==> config.mk <==
export PLATFORM = sky130hd
export DESIGN_NAME = rom_read_arbiter
export DESIGN_NICKNAME = d
export VERILOG_FILES = /design/src/rtl/axi_pkg.sv /design/src/rtl/rr_grant2.sv /design/src/rtl/rom_read_arbiter.sv
export SDC_FILE = /design/constraint.sdc
export NUM_CORES = 1
export LEC_CHECK = 0
export ABC_AREA = 0
export BUFFER_PORTS_ARGS = -buffer_cell sky130_fd_sc_hd__buf_2
export CAP_MARGIN = 15
export CORE_AREA = 2 2 107 109
export DETAILED_ROUTE_END_ITERATION = 10
export DIE_AREA = 0 0 109 111
export PLACE_DENSITY = 0.69
export SYNTH_ARGS = -nofsm -noshare
export SYNTH_HDL_FRONTEND = slang
export SYNTH_SLANG_ARGS = --single-unit
==> constraint.sdc <==
create_clock -name clk -period 1.5 [get_ports clk]
set_clock_uncertainty 0.15 [all_clocks]
set_input_delay 0.3 -clock clk [delete_from_list [all_inputs] [get_ports clk]]
set_output_delay 0.3 -clock clk [all_outputs]
set_load 0.01 [all_outputs]
==> src/rtl/axi_pkg.sv <==
// Shared AXI read-arbiter types: FSM state encodings, master tags and the latched AR request.
package axi_pkg;

  localparam int unsigned AXI_ID_BITS  = 4;
  localparam int unsigned AXI_IDS_BITS = 8;
  localparam int unsigned AXI_LEN_BITS = 4;
  localparam int unsigned TAG_W        = 4;

  localparam logic [1:0] IDLE = 2'd0;
  localparam logic [1:0] ADDR = 2'd1;
  localparam logic [1:0] DATA = 2'd2;

  localparam logic [TAG_W-1:0] TAG_M0 = 4'b0001;
  localparam logic [TAG_W-1:0] TAG_M1 = 4'b0010;

  typedef struct packed {
    logic [AXI_ID_BITS-1:0]  id;
    logic [31:0]             addr;
    logic [AXI_LEN_BITS-1:0] len;
    logic [2:0]              size;
    logic [1:0]              burst;
  } ar_req_t;

  // Slave-side ID tag for the master index (0 = M0, 1 = M1).
  function automatic logic [TAG_W-1:0] tag_of(input logic m);
    return m ? TAG_M1 : TAG_M0;
  endfunction

endpackage

==> src/rtl/rr_grant2.sv <==
// Two-way round-robin pick: lone requester wins, a tie goes to the master not granted last.
module rr_grant2 (
  input  logic [1:0] req,
  input  logic       last_grant,
  output logic       gnt_c,
  output logic       any_c
);

  always_comb begin
    any_c = |req;
    gnt_c = last_grant;
    case (req)
      2'b01:   gnt_c = 1'b0;
      2'b10:   gnt_c = 1'b1;
      2'b11:   gnt_c = ~last_grant;
      default: gnt_c = last_grant;
    endcase
  end

endmodule

==> src/rtl/rom_read_arbiter.sv <==
// Two-master AXI read-channel arbiter in front of the boot/program ROM slave.
// One burst at a time, round-robin grant, R beats routed back to the owner.
module rom_read_arbiter
  import axi_pkg::*;
#(
  parameter int unsigned ID_W  = AXI_ID_BITS,
  parameter int unsigned IDS_W = AXI_IDS_BITS,
  parameter int unsigned LEN_W = AXI_LEN_BITS
) (
  input  logic             clk,
  input  logic             rst,
  input  logic [ID_W-1:0]  ARID_M0,
  input  logic [31:0]      ARADDR_M0,
  input  logic [LEN_W-1:0] ARLEN_M0,
  input  logic [2:0]       ARSIZE_M0,
  input  logic [1:0]       ARBURST_M0,
  input  logic             ARVALID_M0,
  output logic             ARREADY_M0,
  output logic [ID_W-1:0]  RID_M0,
  output logic [31:0]      RDATA_M0,
  output logic [1:0]       RRESP_M0,
  output logic             RLAST_M0,
  output logic             RVALID_M0,
  input  logic             RREADY_M0,
  input  logic [ID_W-1:0]  ARID_M1,
  input  logic [31:0]      ARADDR_M1,
  input  logic [LEN_W-1:0] ARLEN_M1,
  input  logic [2:0]       ARSIZE_M1,
  input  logic [1:0]       ARBURST_M1,
  input  logic             ARVALID_M1,
  output logic             ARREADY_M1,
  output logic [ID_W-1:0]  RID_M1,
  output logic [31:0]      RDATA_M1,
  output logic [1:0]       RRESP_M1,
  output logic             RLAST_M1,
  output logic             RVALID_M1,
  input  logic             RREADY_M1,
  output logic [IDS_W-1:0] ARID_S,
  output logic [31:0]      ARADDR_S,
  output logic [LEN_W-1:0] ARLEN_S,
  output logic [2:0]       ARSIZE_S,
  output logic [1:0]       ARBURST_S,
  output logic             ARVALID_S,
  input  logic             ARREADY_S,
  input  logic [IDS_W-1:0] RID_S,
  input  logic [31:0]      RDATA_S,
  input  logic [1:0]       RRESP_S,
  input  logic             RLAST_S,
  input  logic             RVALID_S,
  output logic             RREADY_S,
  output logic             proto_err
);

  logic [1:0]       state_q, state_d;
  logic             grant_q, grant_d;
  logic             last_grant_q, last_grant_d;
  logic [LEN_W-1:0] beat_cnt_q, beat_cnt_d;
  ar_req_t          req_q, req_d;
  logic             proto_err_q, proto_err_d;

  logic    pick_c;
  logic    any_c;
  logic    rready_c;
  ar_req_t req_m0_c;
  ar_req_t req_m1_c;

  assign req_m0_c  = {ARID_M0, ARADDR_M0, ARLEN_M0, ARSIZE_M0, ARBURST_M0};
  assign req_m1_c  = {ARID_M1, ARADDR_M1, ARLEN_M1, ARSIZE_M1, ARBURST_M1};
  assign proto_err = proto_err_q;

  rr_grant2 u_rr_grant2 (
    .req        ({ARVALID_M1, ARVALID_M0}),
    .last_grant (last_grant_q),
    .gnt_c      (pick_c),
    .any_c      (any_c)
  );

  // Next-state, datapath update and (combinational) channel outputs.
  always_comb begin
    state_d      = state_q;
    grant_d      = grant_q;
    last_grant_d = last_grant_q;
    beat_cnt_d   = beat_cnt_q;
    req_d        = req_q;
    proto_err_d  = proto_err_q;
    rready_c     = 1'b0;

    ARREADY_M0 = 1'b0;
    ARREADY_M1 = 1'b0;
    RID_M0     = '0;
    RDATA_M0   = '0;
    RRESP_M0   = '0;
    RLAST_M0   = 1'b0;
    RVALID_M0  = 1'b0;
    RID_M1     = '0;
    RDATA_M1   = '0;
    RRESP_M1   = '0;
    RLAST_M1   = 1'b0;
    RVALID_M1  = 1'b0;
    ARID_S     = '0;
    ARADDR_S   = '0;
    ARLEN_S    = '0;
    ARSIZE_S   = '0;
    ARBURST_S  = '0;
    ARVALID_S  = 1'b0;
    RREADY_S   = 1'b0;

    case (state_q)
      IDLE: begin
        if (any_c) begin
          grant_d = pick_c;
          req_d   = pick_c ? req_m1_c : req_m0_c;
          state_d = ADDR;
        end
      end

      ADDR: begin
        ARVALID_S = 1'b1;
        ARID_S    = {tag_of(grant_q), req_q.id};
        ARADDR_S  = req_q.addr;
        ARLEN_S   = req_q.len;
        ARSIZE_S  = req_q.size;
        ARBURST_S = req_q.burst;
        if (ARREADY_S) begin
          ARREADY_M0   = ~grant_q;
          ARREADY_M1   = grant_q;
          last_grant_d = grant_q;
          beat_cnt_d   = '0;
          state_d      = DATA;
        end
      end

      DATA: begin
        rready_c = grant_q ? RREADY_M1 : RREADY_M0;
        RREADY_S = rready_c;
        if (grant_q) begin
          RID_M1    = RID_S[ID_W-1:0];
          RDATA_M1  = RDATA_S;
          RRESP_M1  = RRESP_S;
          RLAST_M1  = RLAST_S;
          RVALID_M1 = RVALID_S;
        end else begin
          RID_M0    = RID_S[ID_W-1:0];
          RDATA_M0  = RDATA_S;
          RRESP_M0  = RRESP_S;
          RLAST_M0  = RLAST_S;
          RVALID_M0 = RVALID_S;
        end
        // Burst-length and ID-tag checks on every accepted beat.
        if (RVALID_S && rready_c) begin
          beat_cnt_d = beat_cnt_q + LEN_W'(1);
          if (RLAST_S) begin
            if (beat_cnt_q != req_q.len) proto_err_d = 1'b1;
            state_d = IDLE;
          end else if (beat_cnt_q == req_q.len) begin
            proto_err_d = 1'b1;
          end
          if (RID_S[IDS_W-1:ID_W] != tag_of(grant_q)) proto_err_d = 1'b1;
        end
      end

      default: state_d = IDLE;
    endcase
  end

  always_ff @(posedge clk or negedge rst) begin
    if (!rst) begin
      state_q      <= IDLE;
      grant_q      <= 1'b0;
      last_grant_q <= 1'b1;
      beat_cnt_q   <= '0;
      req_q        <= '0;
      proto_err_q  <= 1'b0;
    end else begin
      state_q      <= state_d;
      grant_q      <= grant_d;
      last_grant_q <= last_grant_d;
      beat_cnt_q   <= beat_cnt_d;
      req_q        <= req_d;
      proto_err_q  <= proto_err_d;
    end
  end

endmodule

# Word-level counts from Yosys, hierarchy flattened
# Cells that the tools add are included.
# word_totals
regBits	54
# classes
mux	47
bitwise	2
add_sub_neg	1
reduce_logical	10
eq_ne	13
# op_table
op	n
$mux W32	5
$mux W45	1
$mux W4	7
$mux W2	10
$mux W1	19
$ne A2 B2 Y1 const B	4
$pmux W4 S2	1
$reduce_and A4 Y1	2
$eq A2 B2 Y1 const B	3
$mux W6	1
$pmux W2 S3	1
$add A4 B1 Y4 const B	1
$eq A2 B1 Y1 const B	2
$eq A4 B4 Y1	1
$ne A4 B2 Y1	1
$ne A4 B4 Y1	1
$reduce_and A2 Y1	2
$mux W3	1
$ne A3 B1 Y1 const B	1
$pmux W1 S3	1
$reduce_and A3 Y1	1
$reduce_bool A3 Y1	1
$logic_not A2 Y1	1
$not A1 Y1	2
other kinds (3)	3

# Logic depth before layout (Yosys ltp)
# Gate-level depths: netlist of the first run.
# logic_depth
word_depth	4
ltp_mapped	6
ltp_nobuf	5

# By module
# A second synthesis of the first run with hierarchy kept.
# hier_totals
cells_unflattened	394
area_unflattened_um2	3440.8
# modules_own_cells
module	area_per_inst_um2	cells_each	seq_area_each_um2	n_inst
rom_read_arbiter	3420.8	391	1352.5	1
rr_grant2	20.0	3	0.0	1

# Worst setup path before layout of the first run
# No wires, ideal clock.
# synth_path
path_kind	register -> output
from	reg state_q[0]
to	out RDATA_M0[0]
setup_slack_ns	-0.199
path_stages_with_launch	5
required_ns	1.050
arrival_ns	1.249
cell_sequence	dfrtp_1 or2b_1 nor2_1 clkbuf_1 and2_1
# synth_via
elab_chain_cells	2
# synth_lines
element	line	text
start: declaration	rom_read_arbiter.sv:54	logic [1:0] state_q, state_d;
start signal: assignment	rom_read_arbiter.sv:175	state_q <= state_d;
$eq A2 B2 Y1	rom_read_arbiter.sv:108	case (state_q)
$mux W32	rom_read_arbiter.sv:108	
end: declaration	rom_read_arbiter.sv:20	output logic [31:0] RDATA_M0,
# Every way passes these cells.

# Worst setup path in the final report of the first run
# layout_path
from	reg state_q[0]
to	out RDATA_M0[31]
# The elaborated chain is that of the path after synthesis.

==> summary.md, run 1 <==
| Metric | Value |
|---|---|
| Final WS setup | -0.508 ns |
| Largest stage delay on the critical path | 0.38 ns |
| CP Launch Type | register |
| Final setup viols | 183 |
| Clock tree from TritonCTS | done |
| Vias | 3,910 |
| First-pass GRT wire length | 17,200 µm |
| Setup TNS | -64.31 ns |
| Synth area leader | dfrtp_1 |
| Die width | about 110 µm |
| Fillers | 932 |
| Syn avg cell area | slightly below 9 µm² |
| Buf+Inv Stages, Crit Path | 2 |
| # rows | 39 |
| Clock network power share | between 10% and 20% |
| Proportion of layout cells with a drive suffix above 1 | between 50 and 60% |
| # diodes | 0 |
| Final Cycle Share | 134% |
| Die area | 0.0121 mm² |
| Sw Share | around two fifths |
| CP Capture Type | output pin |
| Drt pass-1 iters | 4 |
| Failing checks | negative setup slack |
| WP data required | 1.05 ns |
| Vias in the first global route | 3,521 |
| Total GRT Usage | 17.8% |
| Arrival @ worst endpoint | roughly 1.6 ns |
| Area growth from synthesis to layout | 87.8% |
| # Max-Cap Violations | 0 |
| Initial antenna violation count | 0 |
| Sink Count | 54 |
| Die Y | 111 µm |
| Global route overflow | 0 |
| Initial core utilization | 30.9% |
| Core ar. | around 0.011 mm² |
| DP HPWL | 9090 µm |
| Dpl ws | -0.199 ns |
| Comb pwr share | 64.7% |
| Detailed Route WL | between 10,000 and 15,000 µm |
| Buffers added on ports | 272 |
| Main synth FF type | dfrtp_1 |
| WL/cell | 16.0 µm |
| Number of synthesized flops with an enable pin | 0 |
| Crit path cell chain | or2b_4 -> nor2_4 -> buf_12 -> and2_1 -> buf_2 |
| H-tree levels | 2 |
| Drt drc | 0 |
| Clock Tree Root | clkbuf_16 |
| Status | complete, but fails checks |
| Int Power | 6.87 mW |
| Leakage | 3.52 nW |
| Hold Vio Cnt, Final | 0 |
| Synthesis Warnings | 0 |
| Slowest cell on crit path | dfrtp_1 |
| Yosys cell types | 27 |
| Via-per-instance ratio | 4.58 |
| Post-Synthesis Cells | 394 |
| NumNets Final | around 850 |
| FF+latch count, synth | 54 |
| Seq pwr share | 23.1% |
| Synth area leaders | dfrtp_1 (39%), and2_1 (23%), mux2i_1 (15%), o21ai_0 (7.3%), nand2_1 (5.8%) |
| Worst-path fanout max | 40 |
| Fmax | 498 MHz |
| Post-synthesis cell area | 0.00343 mm² |
| Post-synth ARST share | 100% |
| Pwr per Cell Area | approximately 1700 mW/mm² |
| Final Max Slew Viols | 0 |
| Routed Antenna Nets | 0 |
| Beginning of the critical path | state_q[0] |
| # IOs | 275 |
| Part of the Yosys area used for sequential elements | 39.5% |
| Hold slack final | 0.126 ns |
| Hold Crit Start | ARADDR_M1[20] |
| Worst vdd ir | 779 µV |
| CTS buffer count | 5 |
| R2r startpoint | state_q[0] |
| Clk buf depth | 2 |
| Minimum clock period | 2.01 ns |
| Family with the most delay on the worst path | simple AND/OR/NAND/NOR gates |
| CTS clk-pin slew, worst paths | approximately 0.08 ns |
| Tightest Hold Check Type | primary input to register |
| Largest net degree at the start of global routing | 55 |
| Clock latency on the worst-skew pair | 0.29 ns |
| Critical path class | register to output pin |
| RSZ-0062 raised after global routing | true |
| Yosys top cell area share | 38.7% |
| NetSw | 4.29 mW |
| RePlAce Congestion | 0.798 |
| 1st-iter DRT viols | 277 |
==> worst paths after layout <==
kind	endpoint	slack (ns)	cells past startpoint
worst min register to register	req_q[36]	0.33	2
min in group asynchronous	req_q[36]	0.38	3
worst max-delay path	RDATA_M0[31]	-0.51	5
max in group asynchronous	last_grant_q	0.53	3
worst max register to register	beat_cnt_q[3]	-0.17	5
worst min-delay path	req_q[29]	0.13	3
==> cell type report <==
type | instances | area, µm² | area share, %
timing repair buffer | 335 | 2480 | 38.5
inverter | 3 | 23.8 | 0.369
clock inverter | 3 | 47.5 | 0.738
sequential | 54 | 1350 | 21.0
multi-input combinational | 311 | 2230 | 34.6
tap | 143 | 179 | 2.78
clock buffer | 5 | 125 | 1.94
==> metal layers <==
| layer | up-vias | wire length [µm] | track usage [%] |
|---|---|---|---|
| li1 | 1910 | - | - |
| met1 | 1815 | 5390 | 20.1 |
| met2 | 168 | 7260 | 34.2 |
| met3 | 17 | 832 | 2.82 |
| met4 | 0 | 197 | 4.02 |
| met5 | - | 0 | 0 |
==> logic make-up after synthesis <==
| kind of cell | share of synthesized area, % |
|---|---|
| other | 0.109 |
| adder cells (fa/ha/maj) | 0.365 |
| AO/OA/AOI/OAI | 8.25 |
| buffers and inverters | 4.42 |
| AND/OR/NAND/NOR | 31.5 |
| flip-flops | 39.5 |
| multiplexers | 14.6 |
| XOR/XNOR | 1.28 |
==> cell usage in the layout, fill, tap and decap left out, types with 4 or more instances in the layout <==
cell       instances
buf_2            228
o21ai_0           14
nor2_4             5
o21ai_4            5
buf_4             26
o21ai_1           30
and2_4            39
clkbuf_16         16
dfrtp_1           52
xor2_1             4
buf_12             9
nand2_1           51
o21ai_2            4
mux2i_1           46
buf_6             59
and2_1            86
==> synthesized netlist by cell type, types with 2 or more instances <==
| cell type | count |
|---|---|
| a21oi_1 | 2 |
| and2_1 | 125 |
| buf_2 | 4 |
| buf_4 | 6 |
| clkbuf_1 | 20 |
| dfrtp_1 | 53 |
| inv_1 | 2 |
| mux2i_1 | 50 |
| nand2_1 | 53 |
| nor2_1 | 10 |
| o21ai_0 | 50 |
| xor2_1 | 4 |
==> power groups by stage <==
| stage | clock network [mW] | registers, mW | logic, mW |
|---|---|---|---|
| after global placement | 0 | 2.52 | 4.84 |
| after global routing | 1.44 | 2.66 | 7.76 |
| final | 1.36 | 2.58 | 7.22 |
| after floorplan | 0 | 2.45 | 3.13 |
| after detailed placement | 0 | 2.56 | 4.94 |
| after CTS | 1.39 | 2.54 | 5.38 |
==> worst register-to-register path: stages (launching register included) <==
cell and delay (ns):
dfrtp_1 0.38, or2b_4 0.28, buf_4 0.16, nor3b_4 0.27, nand4_1 0.15, mux2i_1 0.19
==> through the flow <==
step                      instance area [µm²]  utilization [%]  cells  power (mW)
after floorplan                          3640                -    395        5.58
after global placement                   5310             47.9    812        7.36
after detailed placement                 5310             47.9    812        7.49
after CTS                                5770             52.1    823        9.32
after global routing                     6440             58.1    854        11.9
final                                    6440             58.1    854        11.2
==> state kept, by name, summed over array words and instances (netlist names) <==
register,cells
beat_cnt_q,4
grant_q,1
last_grant_q,1
proto_err,1
req_q,45
state_q,2
==> repair_timing <==
item	4_1_cts	5_1_grt
gates cloned	0	21
gates resized for setup	55	70
buffers inserted	2	10
pin swaps	16	4
endpoints found under the hold margin	53	0
setup endpoints to repair	182	183
hold buffers	1	0
Note: power is estimated with default switching activity, not from simulation.
==> run 2: changes to the inputs <==
==> constraint.sdc (replaced) <==
create_clock -name clk -period 1.5 [get_ports clk]
set_clock_uncertainty 0.15 [all_clocks]
set_input_delay 0.225 -clock clk [delete_from_list [all_inputs] [get_ports clk]]
set_output_delay 0.225 -clock clk [all_outputs]
set_load 0.01 [all_outputs]
==> summary.md, run 2 (synthesis results as in run 1) <==
| Metric | Value |
|---|---|
| Leakage | 3.41 nW (was 3.52 nW) |
| FF-to-FF path depth | 6 (was 5) |
| Drt drc | 0 (unchanged) |
| Final WS setup | -0.424 ns (was -0.508 ns) |
| Cells after DPL | 804 (was 812) |
| Clock Tree Root | clkbuf_16 (unchanged) |
| Tightest Hold Check Type | primary input to register (unchanged) |
| # diodes | 0 (unchanged) |
| Sink Count | 54 (unchanged) |
| Clock network power share | 11.0% (was 12.2%) |
| # Max-Cap Violations | 0 (unchanged) |
| Hold Vio Cnt, Final | 0 (unchanged) |
| Most common cell after layout, fill and taps aside | buf_2 (unchanged) |
| Comb pwr share | 65.0% (was 64.7%) |
| Largest net degree at the start of global routing | 55 (unchanged) |
| Failing checks | negative setup slack (unchanged) |
| Seq pwr share | 24.0% (was 23.1%) |
| Detailed Route WL | 12,100 µm (was 13,700 µm) |
| RePlAce Congestion | 0.729 (was 0.798) |
| Top Registers | req_q x45, beat_cnt_q x4, state_q x2 (unchanged) |
| Area growth from synthesis to layout | 82.8% (was 87.8%) |
| Largest stage delay on the critical path | 0.37 ns (was 0.38 ns) |
| R2R Setup Slk | -0.28 ns (was -0.17 ns) |
| CP Capture Type | output pin (unchanged) |
| Critical path class | register to output pin (unchanged) |
| Largest Register | req_q (unchanged) |
| Fmax | 520 MHz (was 498 MHz) |
| Clk buf depth | 2 (unchanged) |
| Die width | 109 µm (unchanged) |
| Vias | 3,745 (was 3,910) |
| CTS clk-pin slew, worst paths | 0.07 ns (was 0.08 ns) |
| Core ar. | 0.0111 mm² (unchanged) |
| Minimum clock period | 1.92 ns (was 2.01 ns) |
| Int Power | 6.61 mW (was 6.87 mW) |
| First-pass GRT wire length | 17,800 µm (was 17,200 µm) |
| Die Y | 111 µm (unchanged) |
| Global route overflow | 0 (unchanged) |
| Final setup viols | 183 (unchanged) |
| Fillers | 970 (was 932) |
| Sw Share | 37.3% (was 38.4%) |
| Initial core utilization | 30.9% (unchanged) |
| Slowest cell on crit path | dfrtp_1 (unchanged) |
| Status | complete, but fails checks (unchanged) |
| WP data required | 1.12 ns (was 1.05 ns) |
| Leading cell types in the layout, fill and taps excluded | buf_2 (224), and2_1 (83), buf_6 (59), dfrtp_1 (53), nand2_1 (51) (was buf_2 (228), and2_1 (86), buf_6 (59), dfrtp_1 (52), nand2_1 (51)) |
| Clock tree from TritonCTS | done (unchanged) |
| Worst-path fanout max | 40 (unchanged) |
| CP Launch Type | register (unchanged) |
| Crit path to | RDATA_M0[4] (was RDATA_M0[31]) |
| NumNets Final | 834 (was 852) |
| Arrival @ worst endpoint | 1.55 ns (was 1.56 ns) |
| NetSw | 3.94 mW (was 4.29 mW) |
| DP HPWL | 8660 µm (was 9090 µm) |
| RSZ-0062 raised after global routing | true (unchanged) |
| Via-per-instance ratio | 4.48 (was 4.58) |
| Hold Crit Depth | 3 (unchanged) |
| Crit path cell chain | or2b_4 -> nor2_4 -> buf_12 -> and2_1 -> buf_2 (unchanged) |
| Final Cycle Share | 128% (was 134%) |
| WL/cell | 14.4 µm (was 16.0 µm) |
| Initial antenna violation count | 0 (unchanged) |
| Routed Antenna Nets | 0 (unchanged) |
| Cell Count, Final, Fillers Out | 836 (was 854) |
| Family with the most delay on the worst path | simple AND/OR/NAND/NOR gates (unchanged) |
| Drt pass-1 iters | 4 (unchanged) |
| 1st-iter DRT viols | 236 (was 277) |
| H-tree levels | 2 (unchanged) |
| Worst vdd ir | 1030 µV (was 779 µV) |
| Dpl ws | -0.171 ns (was -0.199 ns) |
| CTS buffer count | 5 (unchanged) |
| # rows | 39 (unchanged) |
| WP depth | 5 (unchanged) |
| # IOs | 275 (unchanged) |
| Beginning of the critical path | state_q[0] (unchanged) |
| Buf+Inv Stages, Crit Path | 2 (unchanged) |
| RR Endpoint | beat_cnt_q[1] (was beat_cnt_q[3]) |
| Pwr per Cell Area | 1690 mW/mm² (was 1730 mW/mm²) |
| Total GRT Usage | 18.8% (was 17.8%) |
| Proportion of layout cells with a drive suffix above 1 | 56.9% (was 57.9%) |
| Max reg flops | 45 (unchanged) |
| Buffers added on ports | 272 (unchanged) |
| Final Max Slew Viols | 0 (unchanged) |
| R2r startpoint | state_q[0] (unchanged) |
| Vias in the first global route | 3,679 (was 3,521) |
| Clock latency on the worst-skew pair | 0.28 ns (was 0.29 ns) |
| Die area | 0.0121 mm² (unchanged) |
-- run 2: area by class of cell --
class                           count  area (µm²)  area share (%)
Tap cell                          143         179            2.86
Inverter                            3        23.8           0.379
Timing Repair Buffer              320        2380            38.0
Clock inverter                      1        5.00          0.0799
Sequential cell                    54        1350            21.6
Multi-Input combinational cell    308        2180            34.9
Clock buffer                        7         143            2.28
-- run 2: layer usage --
layer	vias to the layer above	global-route usage (%)	wire (µm)
met4	0	4.79	221
met3	16	2.76	846
met1	1701	19.1	4060
met2	163	38.3	6920
met5	-	0	0
li1	1865	-	-
-- run 2: stage by stage --
stage	cell area, µm²	power, mW	TNS, ns	util [%]	hold slack (ns)
floorplan	3520	5.25	-3.73	-	-0.221
global placement	5200	7.08	-9.54	47.0	0.0940
detailed placement	5200	7.20	-14.04	47.0	0.0978
CTS	6130	10.3	-56.13	55.3	0.0262
global route	6270	11.3	-64.81	56.6	0.0624
finish	6270	10.6	-53.90	56.6	0.0618
-- run 2: worst register-to-register path, stage by stage, from the launching register on --
cell and delay, ns:
dfrtp_1 0.37, or2b_4 0.29, buf_6 0.12, buf_6 0.11
nor3b_4 0.28, mux2i_1 0.27, a21oi_1 0.07
-- run 2: worst min path at each step --
stage                 start             to  slack [ns]
2_1_floorplan           rst  beat_cnt_q[0]       -0.22
3_3_place_gp            rst      req_q[20]        0.09
3_5_place_dp            rst      req_q[17]         0.1
4_1_cts           ARREADY_S  beat_cnt_q[1]        0.03
5_1_grt        ARADDR_M1[3]      req_q[12]        0.06
6_report       ARADDR_M1[8]      req_q[17]        0.06
-- run 2: what timing repair did --
item / in CTS / in global routing
endpoints found under the setup margin: 181 / 184
cloned: 7 / 2
setup buffers: 13 / 7
hold buffers: 1 / 0
pin swaps: 17 / 8
hold endpoints to repair: 53 / 0
resized for setup: 122 / 51
-- run 2: power by group through the flow --
stage	registers, mW	logic, mW	clock network, mW
after floorplan	2.43	2.82	0
after global placement	2.50	4.58	0
after detailed placement	2.54	4.67	0
after CTS	2.54	6.59	1.19
after global routing	2.62	7.42	1.26
final	2.54	6.87	1.16
